==> config.mk <==
export PLATFORM = sky130hd
export DESIGN_NAME = risc_prog_loader
export DESIGN_NICKNAME = d
export VERILOG_FILES = /design/src/rtl/risc_pkg.sv /design/src/rtl/risc_prog_loader.sv
export SDC_FILE = /design/constraint.sdc
export NUM_CORES = 1
export LEC_CHECK = 0
export ABC_AREA = 0
export CAP_MARGIN = 10
export CORE_MARGIN = 1
export CORE_UTILIZATION = 54
export DETAILED_ROUTE_END_ITERATION = 8
export PLACE_DENSITY = 0.79
export SLEW_MARGIN = 20
export SYNTH_ARGS = -nofsm -noshare
export SYNTH_HDL_FRONTEND = slang
export SYNTH_SLANG_ARGS = --single-unit
==> constraint.sdc <==
create_clock -name clk -period 2.05 [get_ports clk]
set_input_delay 0.5125 -clock clk [delete_from_list [all_inputs] [get_ports clk]]
set_output_delay 0.5125 -clock clk [all_outputs]
set_load 0.005 [all_outputs]
==> src/rtl/risc_pkg.sv <==
// Shared RISC core constants and the boot loader state encoding.
package risc_pkg;

   localparam int AWIDTH_DEF = 5;
   localparam int DWIDTH_DEF = 8;

   typedef enum logic [2:0] {
      IDLE,
      DATA,
      CSUM,
      RUN,
      DONE,
      ERR
   } ldr_state_e;

endpackage

==> src/rtl/risc_prog_loader.sv <==
// Boot-time loader: LEN, data bytes, CSUM stream into program memory,
// then releases the core on a good checksum and waits for its halt.
module risc_prog_loader
   import risc_pkg::*;
#(
   parameter int AWIDTH = AWIDTH_DEF,
   parameter int DWIDTH = DWIDTH_DEF
) (
   input  logic              clk,
   input  logic              rst,
   input  logic              rx_valid,
   input  logic [DWIDTH-1:0] rx_data,
   output logic              rx_ready,
   output logic              mem_wr,
   output logic [AWIDTH-1:0] mem_addr,
   output logic [DWIDTH-1:0] mem_wdata,
   input  logic              cpu_halt,
   output logic              cpu_run,
   output logic              busy,
   output logic              load_err
);

   localparam logic [DWIDTH:0] CAP = (DWIDTH+1)'(2**AWIDTH);

   ldr_state_e        state_q, state_d;
   logic [DWIDTH-1:0] len_q, len_d;
   logic [DWIDTH-1:0] csum_q, csum_d;
   logic [AWIDTH-1:0] cnt_q, cnt_d;
   logic [AWIDTH-1:0] addr_q, addr_d;
   logic [DWIDTH-1:0] wdata_q, wdata_d;
   logic              wr_q, wr_d;
   logic              run_q, run_d;
   logic              err_q, err_d;

   logic xfer;
   logic len_bad;
   logic last;

   // Gated by reset so the source never sees ready while held in reset
   assign rx_ready  = rst && (state_q != RUN);
   assign xfer      = rx_valid && rx_ready;
   assign len_bad   = ({1'b0, rx_data} == '0) || ({1'b0, rx_data} > CAP);
   assign last      = (DWIDTH+1)'(cnt_q) == ({1'b0, len_q} - (DWIDTH+1)'(1));
   assign busy      = (state_q == DATA) || (state_q == CSUM);
   assign mem_wr    = wr_q;
   assign mem_addr  = addr_q;
   assign mem_wdata = wdata_q;
   assign cpu_run   = run_q;
   assign load_err  = err_q;

   always_comb begin
      state_d = state_q;
      len_d   = len_q;
      csum_d  = csum_q;
      cnt_d   = cnt_q;
      addr_d  = addr_q;
      wdata_d = wdata_q;
      wr_d    = 1'b0;
      run_d   = run_q;
      err_d   = err_q;
      unique case (state_q)
         IDLE, DONE, ERR: begin
            if (xfer) begin
               len_d   = rx_data;
               cnt_d   = '0;
               csum_d  = '0;
               run_d   = 1'b0;
               err_d   = len_bad;
               state_d = len_bad ? ERR : DATA;
            end
         end
         DATA: begin
            if (xfer) begin
               wr_d    = 1'b1;
               addr_d  = cnt_q;
               wdata_d = rx_data;
               csum_d  = csum_q + rx_data;
               cnt_d   = cnt_q + 1'b1;
               if (last) state_d = CSUM;
            end
         end
         CSUM: begin
            if (xfer) begin
               if (rx_data == csum_q) begin
                  state_d = RUN;
                  run_d   = 1'b1;
               end else begin
                  state_d = ERR;
                  err_d   = 1'b1;
               end
            end
         end
         RUN: begin
            // Core stays released after halt so its state can be inspected
            if (cpu_halt) state_d = DONE;
         end
         default: state_d = IDLE;
      endcase
   end

   always_ff @(posedge clk or negedge rst) begin
      if (!rst) begin
         state_q <= IDLE;
         len_q   <= '0;
         csum_q  <= '0;
         cnt_q   <= '0;
         addr_q  <= '0;
         wdata_q <= '0;
         wr_q    <= 1'b0;
         run_q   <= 1'b0;
         err_q   <= 1'b0;
      end else begin
         state_q <= state_d;
         len_q   <= len_d;
         csum_q  <= csum_d;
         cnt_q   <= cnt_d;
         addr_q  <= addr_d;
         wdata_q <= wdata_d;
         wr_q    <= wr_d;
         run_q   <= run_d;
         err_q   <= err_d;
      end
   end

endmodule

# [After elaboration in Yosys (flattened, before gate mapping)]
# Cells that the tools add are included.
[word_totals] reg_bits=40 inputBits=12 out_inout_bits=18 wordCells=67
[op_classes] n_addsub=3 magnitude_cmp=1 n_eq_ne=15 mux=24 n_reduce_logical=15
[op_table] operator="$mux 3" n=7
[op_table] operator="$mux 8" n=2
[op_table] operator="$pmux 8 s2" n=1
[op_table] operator="$ne 2x2->1 const B" n=6
[op_table] operator="$pmux 3 s4" n=1
[op_table] operator="$mux 5" n=2
[op_table] operator="$pmux 5 s2" n=1
[op_table] operator="$eq 5x9->1" n=1
[op_table] operator="$sub 8x1->9 const B" n=1
[op_table] operator="$add 8x8->8" n=1
[op_table] operator="$eq 8x8->1" n=1
[op_table] operator="$gt 8x6->1 const B" n=1
[op_table] operator="$logic_not 8->1" n=1
[op_table] operator="$mux 1" n=8
[op_table] operator="$reduce_and 4->1" n=2
[op_table] operator="$eq 3x2->1 const B" n=2
[op_table] operator="$eq 3x3->1 const B" n=2
[op_table] operator="$add 5x1->5 const B" n=1
[op_table] operator="$reduce_and 5->1" n=1
[op_table] operator="$pmux 1 s2" n=2
[op_table] operator="$reduce_and 2->1" n=2
[op_table] operator="$reduce_bool 2->1" n=2
[op_table] operator="$eq 3x1->1 const B" n=1
[op_table] operator="$logic_not 3->1" n=1
[op_table] operator="other kinds (6)" n=8

# [Depth between registers and ports, before layout]
[depth] word_depth=5 mapped_depth=7

# [Least setup slack after synthesis]
# Ideal clock, no wire load.
[synth_path] path_type="input to register" startpoint="in rx_data[0]" endpoint="reg csum_q[6]" setup_ns=0.121 t_arrival_ns=1.905 required_time_ns=1.929 setup_slack_ns=0.024 stages=7 n_path_buf=0 path_cell_list="ha_1 > fa_1 > a211oi_1 > o21bai_1 > a21oi_1 > xnor2_1 > a22o_1"
[synth_via] elab_chain_cells=3
[synth_lines] item="start, declared" line="risc_prog_loader.sv:12" text="input logic [DWIDTH-1:0] rx_data,"
[synth_lines] item="$add 8x8->8" line="risc_prog_loader.sv:77" text="csum_d = csum_q + rx_data;"
[synth_lines] item="$mux 8" line="risc_prog_loader.sv:73" text="if (xfer) begin"
[synth_lines] item="$pmux 8 s2" line="risc_prog_loader.sv:61" text="unique case (state_q)"
[synth_lines] item="end signal, assigned" line="risc_prog_loader.sv:115" text="csum_q <= csum_d;"
[synth_lines] item="end, declared" line="risc_prog_loader.sv:27" text="logic [DWIDTH-1:0] csum_q, csum_d;"
# Every way passes these cells. The select of a mux whose other input is x is not followed.
# A chain may end at the register's enable or synchronous reset.

# [Worst setup path in the final report]
[layout_path] startpoint="in rx_data[3]" endpoint="reg csum_q[5]"
# Same word-level chain as after synthesis.

==> flow_summary.toml <==
[run_status]
run_status = "finished with violations"
failing_checks = "negative setup slack"

[timing]
worst_slew_pin_slew_ns = 0.470
finalCritPeriodShare_pct = 100
achievable-frequency_mhz = 487
final_critical_delay_including_setup_and_external_delays_ns = 2.05
timing.final.ws_setup_ns = -0.00139
drv_slew = 0
relSlewSlack_pct = 68.7
setup_total_negative_slack_ns = -0.00139
hold_fails_final_rpt = 0
clock_skew_ns = 0.00781
setup_viol_count_final = 1

[critical_path]
worstPathArrival_ns = 2.24
cp-start-kind = "primary input"
crit_required_ns = 2.24
endpoint_kind = "flop"
setup_crit_path_kind = "primary input to flop"
crit_fanout = 4

[cells_and_area]
post-route-cell-area_sq_um = 2910
areaGrowthSynthToFinish_pct = 32.6
fin_util_pct = 77.2
num_antenna_cells = 0
drive_above_1_share_pct = 29.4
final_net_count = 283

[synth]
synth_flop_cell = "sky130_fd_sc_hd__dfrtp_1"
post_synth_adder_cell_area_pct = 6.04
post_synth_xor_area_fraction_pct = 5.98
post_synth_net_total = 228
synth_seq_cells = 40
synth_compound_area_share_pct = 15.7
synth_sequential_area_ratio_pct = 45.6
syn_avg_cell_area_sq_um = 10.7
syn_area_sq_um = 2200
synth_mux_area_share_pct = 10.7
synth_cells = 206
synth_top_family_by_area = "compound AO/OA/AOI/OAI gates"
ys_warn_count = 0
synth_enable_flop_cells = 0
synth-async-reset-ratio_pct = 100
yosys.cell_types.count = 50
synth_area_in_simple_gates_pct = 12.9

[power]
p_leak_uw = 0.00124
power_density_nw_per_um2 = 1370
vdd.ir_drop.worst_v = 0.000844

[clocking]
number_of_clock_sinks_seen_by_cts = 40
ctsLongestPathBuffers = 2
worstSkewPairLatency_ns = 0.30
clk_pin_slew_ns = 0.08
numCtsBuffers = 5
cts_htree_levels = 2
cts_tree = "built"
clk_root_buffer_cell = "sky130_fd_sc_hd__clkbuf_8"

[detailed_routing]
detailedRoute.firstIterationViolations = 104
average_wire_per_standard_cell_microns = 18.1
detail_routed_via_count_per_cell = 5.99
drt_first_pass_iters = 4
wirelength_routed_microns = 5610
drcViolationCount = 0
vias = 1856
drt.antenna.violating_nets = 0

[floorplanning]
row_count = 22
io-pin-count = 30
fp.dieH_microns = 65.8
fp.dieW_microns = 65.8
die-area_sq_um = 4330
core-area_sq_um = 3770
floorplan.initialDensity_pct = 58.2

[job]
max_capacitance_violation_total = 0

[placed_design]
hpwl_microns = 3670
number_of_i_o_port_buffers = 29
globalplace.congestion = 0.931
detailed_place.area_sq_um = 2690
pre_cts_slack_ns = -0.567

[global_route]
via_count_of_the_first_global_routing_pass = 1946
grt_start_max_net_pins = 39
grt_remaining_overflow = 0
grt_antenna_before_repair = 0
grt_util_all_layers_pct = 29.6
grt_pass1_wl_microns = 9250

[worst_hold_path]
hold_path.class = "primary input to asynchronous set/reset pin"
path summary, 6_finish.rpt:
path | start | endpoint | slack (ns) | cells past startpoint
min | rst | csum_q[0] | 0.28 | 2
max in group asynchronous | rst | state_q[2] | 1.37 | 2
min reg2reg | cpu_run | cpu_run | 0.49 | 1
min in group clk | cpu_run | cpu_run | 0.49 | 1
max reg2reg | csum_q[0] | csum_q[6] | 0.07 | 7
max | rx_data[3] | csum_q[5] | -0.001 | 10
layer usage:
layer | track usage (%) | routed length (microns)
met1 | 37.8 | 2380
met2 | 46.2 | 2780
met3 | 6.38 | 290
met4 | 16.8 | 159
met5 | 0 | 0
cells in the final DEF (no fill, tap or decap), types with 5 or more instances in the layout:
cell type                         instances
sky130_fd_sc_hd__nand2_1                 18
sky130_fd_sc_hd__buf_4                   27
sky130_fd_sc_hd__nand3_1                  5
sky130_fd_sc_hd__o21ai_0                 16
sky130_fd_sc_hd__dlygate4sd2_1            5
sky130_fd_sc_hd__ha_4                     5
sky130_fd_sc_hd__clkbuf_8                 6
sky130_fd_sc_hd__nor2_1                   9
sky130_fd_sc_hd__a21oi_1                  6
sky130_fd_sc_hd__xnor2_1                 11
sky130_fd_sc_hd__mux2_2                  20
sky130_fd_sc_hd__clkdlybuf4s50_1         20
sky130_fd_sc_hd__dfrtp_1                 40
report_power, final:
part | internal, uW | leakage (uW) | switching, uW | total (uW)
Combinational | 1140 | 0.000712 | 870 | 2010
Clock | 272 | 0.0000434 | 294 | 566
Sequential | 1100 | 0.000481 | 303 | 1400
Total | 2510 | 0.00124 | 1470 | 3980
worst max-delay path, cell delays in order:
cell,delay [ns]
sky130_fd_sc_hd__dlygate4sd2_1,0.30
sky130_fd_sc_hd__ha_4,0.30
sky130_fd_sc_hd__buf_4,0.11
sky130_fd_sc_hd__o21ai_1,0.08
sky130_fd_sc_hd__o21bai_1,0.25
sky130_fd_sc_hd__buf_4,0.16
sky130_fd_sc_hd__buf_4,0.10
sky130_fd_sc_hd__a21oi_2,0.05
sky130_fd_sc_hd__xnor2_1,0.15
sky130_fd_sc_hd__a22o_1,0.21
area by class of cell:
cell class	instances	area, sq um
clock inverter	2	15.0
fill	248	860
multi-input combinational	152	1220
sequential	40	1000
tap	48	60.1
inverter	3	11.3
clock buffer	6	82.6
timing repair buffer	59	523
state kept, by name (all words and copies together) (netlist names):
name and cells:
cnt_q 5, cpu_run 1, csum_q 8, len_q 8, load_err 1, mem_addr 5
mem_wdata 8, mem_wr 1, state_q 3
cells in the mapped netlist, drive strengths merged, types with 2 or more instances:
cell type	number	area share [%]
a211oi	4	1.4
a21o	2	0.68
a21oi	7	1.6
a22o	2	0.80
a31oi	3	0.85
and3	2	0.57
buf	5	1.5
clkbuf	6	1.1
dfrtp	40	46
ha	9	5.1
inv	3	0.51
mux2	20	10
nand2	18	3.1
nand2b	2	0.91
nand3	5	1.1
nand3b	2	0.68
nor2	10	1.8
nor3	6	1.6
nor4	2	0.57
o21ai	17	3.9
o21bai	2	0.68
o22a	3	1.3
o31ai	3	1.0
or4	2	0.85
xnor2	11	4.4
xor2	4	1.6
kinds of logic (layout without fill, tap and decap cells):
| family | Yosys count | after routing |
|---|---|---|
| AO/OA/AOI/OAI | 52 | 52 |
| XOR/XNOR | 15 | 15 |
| adder cells (fa/ha/maj) | 10 | 10 |
| buffers and inverters | 14 | 70 |
| flip-flops | 40 | 40 |
| multiplexers | 21 | 21 |
| AND/OR/NAND/NOR | 54 | 54 |
per-stage QoR:
stage	power (uW)	std cells	hold WS, ns
6_report	3980	310	0.281
5_1_grt	4240	310	0.335
4_1_cts	3820	309	0.307
3_5_place_dp	3140	298	0.319
3_3_place_gp	3060	298	0.319
2_1_floorplan	2430	206	0.217
what timing repair did:
| action | CTS | global route |
|---|---|---|
| resized for setup | 14 | 11 |
| endpoints found under the setup margin | 8 | 7 |
| hold buffers | 1 | 0 |
| endpoints found under the hold margin | 2 | 0 |
| buffers inserted | 2 | 1 |
| pin swaps | 8 | 5 |
(Power assumes the default switching activity.)
